<file path="config.mk">
export PLATFORM = sky130hd
export DESIGN_NAME = display_scanner
export DESIGN_NICKNAME = d
export VERILOG_FILES = /design/src/rtl/display_scanner_pkg.sv /design/src/rtl/display_scanner_tick_divider.sv /design/src/rtl/display_scanner.sv
export SDC_FILE = /design/constraint.sdc
export NUM_CORES = 1
export LEC_CHECK = 0
export ABC_AREA = 1
export CAP_MARGIN = 20
export CORE_MARGIN = 2
export CORE_UTILIZATION = 44
export DETAILED_ROUTE_END_ITERATION = 6
export PLACE_DENSITY_LB_ADDON = 0.05
export SLEW_MARGIN = 15
export SYNTH_ARGS = -nofsm -noshare
export SYNTH_HDL_FRONTEND = slang
export SYNTH_SLANG_ARGS = --single-unit
</file>
<file path="constraint.sdc">
create_clock -name clk -period 3.1 [get_ports clk]
set_input_delay 0.775 -clock clk [delete_from_list [all_inputs] [get_ports clk]]
set_output_delay 0.775 -clock clk [all_outputs]
set_load 0.01 [all_outputs]
</file>
<file path="src/rtl/display_scanner_pkg.sv">
// display_scanner_pkg: shared nibble type and digit-enable helper for the display scanner.
package display_scanner_pkg;

   localparam int NIBBLE_W = 4;

   typedef logic [NIBBLE_W-1:0] nibble_t;

   function automatic logic [31:0] an_onehot(input int unsigned idx, input logic active_low);
      logic [31:0] oh;
      oh = 32'd1 << idx;
      return active_low ? ~oh : oh;
   endfunction

endpackage

</file>
<file path="src/rtl/display_scanner_tick_divider.sv">
// tick_divider: free-running prescaler producing a one-cycle strobe every DIV clocks.
module tick_divider
   import display_scanner_pkg::*;
#(
   parameter int DIV = 50000
) (
   input  logic clk,
   input  logic rst_n,
   output logic tick
);

   localparam int W = DIV > 1 ? $clog2(DIV) : 1;
   localparam logic [W-1:0] LAST = W'(DIV - 1);

   logic [W-1:0] prescaler;

   assign tick = prescaler == LAST;

   always_ff @(posedge clk)
      if (!rst_n) prescaler <= '0;
      else prescaler <= tick ? '0 : prescaler + 1'b1;

endmodule

</file>
<file path="src/rtl/display_scanner.sv">
// display_scanner: time-multiplexed seven-segment digit scanner with frame-aligned value updates
// and optional leading-zero blanking.
module display_scanner
   import display_scanner_pkg::*;
#(
   parameter int NUM_DIGITS    = 4,
   parameter int REFRESH_DIV   = 50000,
   parameter int AN_ACTIVE_LOW = 1
) (
   input  logic                           clk,
   input  logic                           rst_n,
   input  logic                           load,
   input  logic [NIBBLE_W*NUM_DIGITS-1:0] value,
   input  logic                           blank_lz,
   output logic                           ready,
   output nibble_t                        hex,
   output logic [NUM_DIGITS-1:0]          an,
   output logic                           blank,
   output logic                           frame_done
);

   localparam int IW = NUM_DIGITS > 1 ? $clog2(NUM_DIGITS) : 1;
   localparam int VW = NIBBLE_W * NUM_DIGITS;
   localparam logic [IW-1:0] LAST = IW'(NUM_DIGITS - 1);
   localparam logic [NUM_DIGITS-1:0] AN_OFF = AN_ACTIVE_LOW != 0 ? '1 : '0;

   logic                  tick, wrap, pend_v, run, lz;
   logic [IW-1:0]         idx;
   logic [VW-1:0]         disp, pend;
   logic [NUM_DIGITS-1:0] zero_hi, an_nxt;

   tick_divider #(.DIV(REFRESH_DIV)) u_div (
      .clk   (clk),
      .rst_n (rst_n),
      .tick  (tick)
   );

   assign wrap   = tick && idx == LAST;
   // pend_v is registered, so ready is effectively a registered output
   assign ready  = !pend_v;
   assign an_nxt = NUM_DIGITS'(an_onehot(32'(idx), AN_ACTIVE_LOW != 0));

   // zero_hi[k]: every nibble from k up to the most-significant digit is zero
   always_comb begin
      run     = 1'b1;
      zero_hi = '0;
      for (int k = NUM_DIGITS - 1; k >= 0; k--) begin
         run        = run && disp[k*NIBBLE_W +: NIBBLE_W] == '0;
         zero_hi[k] = run;
      end
   end

   assign lz = blank_lz && idx != '0 && zero_hi[idx];

   always_ff @(posedge clk)
      if (!rst_n) begin
         idx        <= '0;
         disp       <= '0;
         pend       <= '0;
         pend_v     <= 1'b0;
         hex        <= '0;
         an         <= AN_OFF;
         blank      <= 1'b1;
         frame_done <= 1'b0;
      end else begin
         if (tick) idx <= idx == LAST ? '0 : idx + 1'b1;
         if (load && ready) begin
            pend   <= value;
            pend_v <= 1'b1;
         end else if (wrap && pend_v) begin
            disp   <= pend;
            pend_v <= 1'b0;
         end
         hex        <= disp[idx*NIBBLE_W +: NIBBLE_W];
         an         <= an_nxt;
         blank      <= lz;
         frame_done <= wrap;
      end

endmodule

</file>
* After elaboration in Yosys (flattened, before gate mapping)
Index checks and enable logic that the tools add are counted.
** Storage, ports and cells
- Flip-flop bits (word level) :: 61
- Input port bits :: 20
- Output and inout bits :: 11
** Cells by class
- Add/sub/neg operators :: 2
- $lt $le $gt $ge :: 1
- Eq/ne operators :: 2
- Shift-type cells :: 2
- Muxes and demuxes :: 5
- Bitwise gates (word level) :: 3
- Reduce and logical (&&, ||, !) cells :: 17
** Operators by type and width (count)
- 16-bit by 1-bit adder with 16-bit output (second input constant) :: 1
- 16-bit == test (second input constant) :: 1
- 4-bit zero test :: 4
- 16-bit by 5-bit variable part select with 4-bit output :: 1
- 1-bit logical AND :: 8
- 4-bit NOT :: 1
- 2-bit nonzero test :: 2
- 1-bit by 2-bit << shifter with 4-bit output (first input constant) :: 1
- 2-bit by 3-bit < comparator with 1-bit output (second input constant) :: 1
- 1-bit two-way mux :: 3
- 2-bit by 1-bit adder with 2-bit output (second input constant) :: 1
- 1-bit binary-select mux with 2-bit select :: 1
- 2-bit == test (second input constant) :: 1
- 2-bit two-way mux :: 1
- 1-bit NOT :: 2
- 2-bit AND reduction :: 1
- 2-bit OR reduction :: 1
- 1-bit zero test :: 1

* Longest topological paths before layout
Gate-level depths: netlist of run 1.
- Word-level depth :: 7
- Mapped depth :: 9
- Mapped depth without buffers :: 8

* Hierarchy
From an unflattened synthesis of run 1, not the netlist that was laid out.
** Unflattened totals
- Cells, all modules :: 348
- Area, all modules :: 2602.5 µm²
** Modules (own cells, without submodules)
- display_scanner :: times used 1, cells each 219, area each 1746.7 µm², sequential area each 900.9 µm²
- tick_divider :: times used 1, cells each 129, area each 855.8 µm², sequential area each 320.3 µm²

* Least setup slack after synthesis of run 1
Ideal clock, no wire load.
- Path type :: input-to-reg
- From :: input port load
- To :: register pend[10]
- Setup time :: 0.116 ns
- Data arrival time :: 1.490 ns
- Required time :: 2.984 ns
- Path slack :: 1.494 ns
- Stages :: 6
- Buffers on the path :: 1
- Cells stage by stage :: inv_1 > nor2_1 > inv_1 > buf_2 > nor2_1 > nor2_1
** On the way
- Cells in the longest elaborated chain, start to end :: 1
** Ends and longest elaborated chain
- start, declared :: RTL line display_scanner.sv:12 : input logic load,
- 1-bit logical AND :: RTL line display_scanner.sv:67 : if (load && ready) begin
- end signal, assigned :: RTL line display_scanner.sv:68 : pend <= value;
- end, declared :: RTL line display_scanner.sv:29 : logic [VW-1:0] disp, pend;
No other way between the ends.
A chain may end at the register's enable or synchronous reset.

* Worst setup path in the final report of run 1
- From :: register pend_v
- To :: output port ready
** On the way
- Cells in the longest elaborated chain, start to end :: 1
** Ends and longest elaborated chain
- start, declared :: RTL line display_scanner.sv:27 : logic tick, wrap, pend_v, run, lz;
- start signal, assigned :: RTL line display_scanner.sv:60 : pend_v <= 1'b0;
- start signal, assigned :: RTL line display_scanner.sv:69 : pend_v <= 1'b1;
- start signal, assigned :: RTL line display_scanner.sv:72 : pend_v <= 1'b0;
- 1-bit zero test :: RTL line display_scanner.sv:40 : assign ready = !pend_v;
- end, declared :: RTL line display_scanner.sv:15 : output logic ready,
No other way between the ends.

==> results of run 1 <==
## final timing paths
check | startpoint | slack (ps) | to
worst max-delay path | pend_v | 1060 | ready
worst min-delay path | u_div.prescaler[0] | 450 | u_div.prescaler[0]
worst max register to register | idx[0] | 1220 | disp[2]
worst min register to register | u_div.prescaler[0] | 450 | u_div.prescaler[0]
## sequential cells by signal, summed over array words and instances, names as in the netlist
name	cells
frame_done	1
pend_v	1
an	4
hex	4
u_div.prescaler	16
idx	2
blank	1
pend	16
disp	16
## cells in the mapped netlist, types with 2 or more instances
cell type,n,area [um^2]
nand3_1,10,50.1
inv_1,36,135
nor2_1,84,315
buf_6,2,22.5
o21ai_0,27,135
nor2_2,6,37.5
nor3b_1,2,15.0
xor2_1,2,17.5
a21oi_1,23,115
xnor2_1,3,26.3
ha_1,5,62.6
buf_2,4,20.0
nand2_2,4,25.0
clkbuf_1,4,15.0
dfxtp_1,61,1220
nor3_1,4,20.0
nand4_1,4,25.0
nand2_1,68,255
## power by group through the flow
stage	clock [mW]	sequential, mW	combinational (mW)
floorplan	0	0.832	0.0406
global route	0.736	0.821	0.0896
CTS	0.700	0.818	0.0789
finish	0.683	0.818	0.0780
global placement	0	0.836	0.0779
detailed placement	0	0.835	0.0782
## kinds of logic after synthesis
| family | count (synthesis) |
|---|---|
| AOI/OAI and AO/OA | 51 |
| and+or+nand+nor | 187 |
| buffers and inverters | 49 |
| DFF | 61 |
| adders and majority gates | 5 |
| xor gates and xnor gates | 5 |
## area by class of cell
class | count | area (um^2)
clock buffer | 11 | 141
clock inverter | 5 | 50.0
timing repair buffer | 32 | 315
fill | 606 | 2480
inverter | 38 | 144
sequential | 61 | 1220
tap | 72 | 90.1
multi-input combinational | 248 | 1170
## layer usage
metal  vias up  wire length (um)
li1       1188                 -
met3         9               226
met1       910              2730
met2        40              2010
met5         -                 0
met4         0                66
## worst max-delay path: stages (launching register included)
cell and delay [ps]:
dfxtp_1 340, inv_1 70, clkdlybuf4s50_1 530
## per-stage QoR
step	utilization	power [mW]	hold WS (ps)	worst slack (ps)	instances
floorplan	-	0.873	417	1490	358
CTS	0.558	1.60	450	1050	467
global route	0.558	1.65	480	928	467
detailed placement	0.524	0.914	436	922	451
global placement	0.524	0.914	431	960	451
finish	0.558	1.58	446	1060	467
==> run summary, run 1 <==
status - complete, no violations
Max Freq - 490 MHz
vias per cell - 4.60
I/O Buffers - 30
R2R cell count - 6
met1 Usage GRT - 0.255
Comb pwr share - 0.049
Die H - 80.8 um
Core Area - 5610 um^2
largest family of logic cells by synthesized area - simple AND/OR/NAND/NOR gates
via count - 2147
placed instance area - 2940 um^2
drt pass-1 iters - 4
row cnt - 27
Root Buffer - clkbuf_8
layout cells sized above 1 - 0.0810
switching share of power - 0.219
Cell Area, Synth - 2600 um^2
clock buffer count from CTS - 9
GRT Residual Overflow - 0
adder-cell share of the synthesized area - 0.0241
pin count of the biggest net entering global routing - 41
synthesized area per cell - 7.25 um^2
final layout net count - 415
Layout area overhead - 20.5%
WP data arrival - 1260 ps
H-Tree Depth - 3
total negative slack - 0 ps
Syn Inst Count - 358
Synth cell types - 27
Clk Latency, worst-skew pair - 330 ps
PD cells - 505 nW/um^2
post-detail-place hpwl - 3.47 mm
vias in the first global route - 2016
Post-Syn Nets - 383
Least-Margin Pin Slew - 466 ps
Leakage - 1.35 nW
Hold Buf Count CTS - 0
most used flip-flop cell after synthesis - dfxtp_1
mux cell area share after synthesis - 0
Reg power frac - 0.518
Final Cycle Share - 0.658
crit-path max FO - 4
M3 GR Usage - 0.0400
type of the worst setup path - reg2out
Startpoint Class - register
hold depth - 1
Final Skew - 6.95 ps
Starting Density - 0.463
final hold vios - 0
n_diodes - 0
commonest non-fill, non-tap cell in the layout - nor2_1
Max Slew Vio Count - 0
setup bufs post-CTS - 0
Hold WC Path Type - reg2reg
CTS sink count - 61
Die ar. - 6530 um^2
Clock power frac - 0.432
most frequent cells in the layout - nor2_1, nand2_1, dfxtp_1
Final GP Congestion - 0.816
Psw - 0.346 mW
busiest grt layer - met2
CP required - 2320 ps
Routed WL - 5.03 mm
register area share after synthesis - 0.470
complex-gate fraction of the synthesized area - 0.0993
RSZ-0062 raised after global routing - false
EDFF count, synth - 0
Slew Limit Headroom - 0.689
Design Area, Final - 3130 um^2
Post-Synth XOR/XNOR Area - 0.0169
drt drc - 0
first-pass GRT wire length - 9.04 mm
GRT Overall Usage - 0.180
per-cell routed wire length - 10.8 um
asr flop ratio synth - 0
CTS tree - done
Clock Path Buffers - 2
1st-iter DRT viols - 142
max cap viols - 0
initial antenna violation count - 0
Synth Register Bits - 61
final setup fails - 0
maximum vdd ir drop - 0.279 mV
Die W - 80.8 um
Syn. warnings - 0
Antenna Violating Nets Remaining - 0
Synth Area in Simple Gates - 0.309
Internal - 1.23 mW
crit path capture type - output pin
post-layout min period - 2040 ps
GRT met2 Usage - 0.257
clock-pin slew reported for the worst setup and hold paths after clock tree synthesis - 70 ps
top-level I/O count - 31
post_cts resized - 0
Note: power is estimated with default switching activity, not from simulation.
==> inputs of run 2 (changes only) <==
==> constraint.sdc (replaced) <==
create_clock -name clk -period 1.65 [get_ports clk]
set_input_delay 0.4125 -clock clk [delete_from_list [all_inputs] [get_ports clk]]
set_output_delay 0.4125 -clock clk [all_outputs]
set_load 0.01 [all_outputs]
==> run 2 against run 1 <==
Compared with the run above:
- via count is 2.7% higher
- first-iteration DRC count is 25% lower
- die area stayed put
- sequential share of layout area is 0.51 points lower
- global-route usage is 0.31 points higher
- routed wire length is 2.6% higher
- utilization is 0.74 points higher
- clock power is 71% higher
- critical path type unchanged
==> run summary, run 2 (synthesized netlist as in run 1, its figures left out) <==
Least-Margin Pin Slew - 460 ps (-5.93 ps)
switching share of power - 0.241 (+0.0216)
crit path capture type - output pin
clock-pin slew reported for the worst setup and hold paths after clock tree synthesis - 70 ps (about the same)
Min Hold Slack - 454 ps (+8.29 ps)
Max Slew Vio Count - 0 (unchanged)
CP Buf/Inv Count - 1 (-1)
GRT Overall Usage - 0.183 (+0.00306)
type of the worst setup path - reg2out
Final Cycle Share - 0.963
I/O Buffers - 30 (unchanged)
Clk Latency, worst-skew pair - 350 ps (+20 ps)
n_diodes - 0 (unchanged)
CP required - 1240 ps (-1080 ps)
Die W - 80.8 um (unchanged)
FF-to-FF setup slack - 130 ps (-1090 ps)
status - complete, no violations
CTS sink count - 61 (unchanged)
Die H - 80.8 um (unchanged)
Leakage - 1.36 nW (+1.1%)
Critical-path top delay cell - clkdlybuf4s50_1
row cnt - 27 (unchanged)
initial antenna violation count - 0 (unchanged)
via count - 2204 (+2.7%)
Reg power frac - 0.538 (+0.020)
post-detail-place hpwl - 3.66 mm (+5.7%)
RSZ-0062 raised after global routing - false
Clock Path Buffers - 2 (unchanged)
R2R cell count - 7 (+1)
post-route insts no fill - 472 (+1.1%)
drt drc - 0 (unchanged)
Final Skew - 11.5 ps (+4.57 ps)
CTS tree - done
RR Endpoint - disp[9]
Root Buffer - clkbuf_8
per-cell routed wire length - 10.9 um (+1.6%)
drt pass-1 iters - 4 (unchanged)
GRT Residual Overflow - 0 (unchanged)
placed instance count - 457 (+1.3%)
Min-Delay Endpoint - u_div.prescaler[0]
crit-path max FO - 1 (-3)
commonest non-fill, non-tap cell in the layout - nor2_1
Psw - 0.687 mW (+99%)
H-Tree Depth - 3 (unchanged)
biggest regs - disp: 16 flops, pend: 16 flops, u_div.prescaler: 16 flops
Hold Startpoint - u_div.prescaler[0]
top-level I/O count - 31 (unchanged)
Hold Buf Count CTS - 0 (unchanged)
vias in the first global route - 2047 (+1.5%)
max cap viols - 0 (unchanged)
Die ar. - 6530 um^2 (unchanged)
maximum vdd ir drop - 0.517 mV (+86%)
total negative slack - 0 ps (unchanged)
family with the most delay on the worst path - buffers and inverters
setup bufs post-CTS - 0 (unchanged)
Slew Limit Headroom - 0.693 (+0.00396)
Clock power frac - 0.410 (-0.022)
most frequent cells in the layout - nor2_1, nand2_1, dfxtp_1
Core Area - 5610 um^2 (unchanged)
pin count of the biggest net entering global routing - 34 (-17%)
Routed WL - 5.17 mm (+2.6%)
Max Freq - 630 MHz
PD cells - 901 nW/um^2 (+78%)
layout cells sized above 1 - 0.0975 (+0.0165)
first-pass GRT wire length - 9.12 mm (+0.91%)
Internal - 2.17 mW (+76%)
Layout area overhead - 22.1%
WP data arrival - 1180 ps (-80 ps)
max incr delay on CP - 530 ps (about the same)
final setup fails - 0 (unchanged)
hold depth - 1 (unchanged)
clock buffer count from CTS - 9 (unchanged)
Hold WC Path Type - reg2reg
Antenna Violating Nets Remaining - 0 (unchanged)
final hold vios - 0 (unchanged)
post-layout min period - 1590 ps
Final Core Density - 0.565 (+0.00736)
1st-iter DRT viols - 106 (-25%)
Startpoint Class - register
Starting Density - 0.463 (unchanged)
Final GP Congestion - 0.791 (-3.0%)
Comb pwr share - 0.052 (+0.003)
vias per cell - 4.67 (+1.6%)
worst path cell trace - clkdlybuf4s50_1
final layout net count - 421 (+1.4%)
RR Startpoint - u_div.prescaler[0]
## run 2: changes by cell type in the layout (fill, tap and decap cells not counted)
cell,before,now
inv_6,0,1
clkbuf_1,1,0
buf_4,2,7
dlygate4sd2_1,0,1
nor2_2,6,7
clkinv_2,5,2
bufinv_16,1,0
nor2_1,84,83
buf_12,0,1
clkinvlp_4,0,3
clkdlybuf4s50_1,30,29
## run 2: routing by layer
| layer | vias to the layer above | GRT usage | routed length [um] |
|---|---|---|---|
| li1 | 1192 | - | - |
| met1 | 959 | 0.243 | 2670 |
| met4 | 0 | 0.0559 | 70 |
| met2 | 43 | 0.277 | 2150 |
| met3 | 10 | 0.0711 | 270 |
| met5 | - | 0 | 0 |
## run 2: final cells by class
cell class	count	area, um^2
Inverter	38	144
Multi-Input combinational cell	248	1170
Sequential cell	61	1220
Clock inverter	5	36.3
Clock buffer	10	138
Tap cell	72	90.1
Timing Repair Buffer	38	372
Fill cell	590	2440
## run 2: power groups by stage
stage          registers [mW]  logic [mW]  clock network (mW)
6_report                 1.54       0.149                1.17
4_1_cts                  1.53       0.151                1.21
5_1_grt                  1.54       0.172                1.28
3_5_place_dp             1.57       0.151                   0
2_1_floorplan            1.56      0.0762                   0
3_3_place_gp             1.57       0.151                   0
## run 2: how the worst max path moves through the flow
| stage | startpoint | endpoint | slack, ps | cells past startpoint |
|---|---|---|---|---|
| floorplan | idx[1] | pend_v | 300 | 7 |
| global placement | load | pend[10] | 60 | 6 |
| finish | hex[3] | hex[3] | 60 | 1 |
| CTS | hex[3] | hex[3] | 40 | 1 |
| detailed placement | load | pend[10] | 10 | 6 |
| global route | an[1] | an[1] | 20 | 1 |
## run 2: metrics by stage
stage | instance area (um^2) | setup slack [ps] | power, mW
3_5_place_dp | 2990 | 11.8 | 1.72
3_3_place_gp | 2990 | 59.2 | 1.72
5_1_grt | 3170 | 21.1 | 2.99
4_1_cts | 3170 | 40.9 | 2.89
6_report | 3170 | 61.7 | 2.86
2_1_floorplan | 2600 | 296 | 1.64
## run 2: timing repair
item	4_1_cts	5_1_grt
setup endpoints to repair	1	9
resized for setup	1	1
pin swaps	0	0
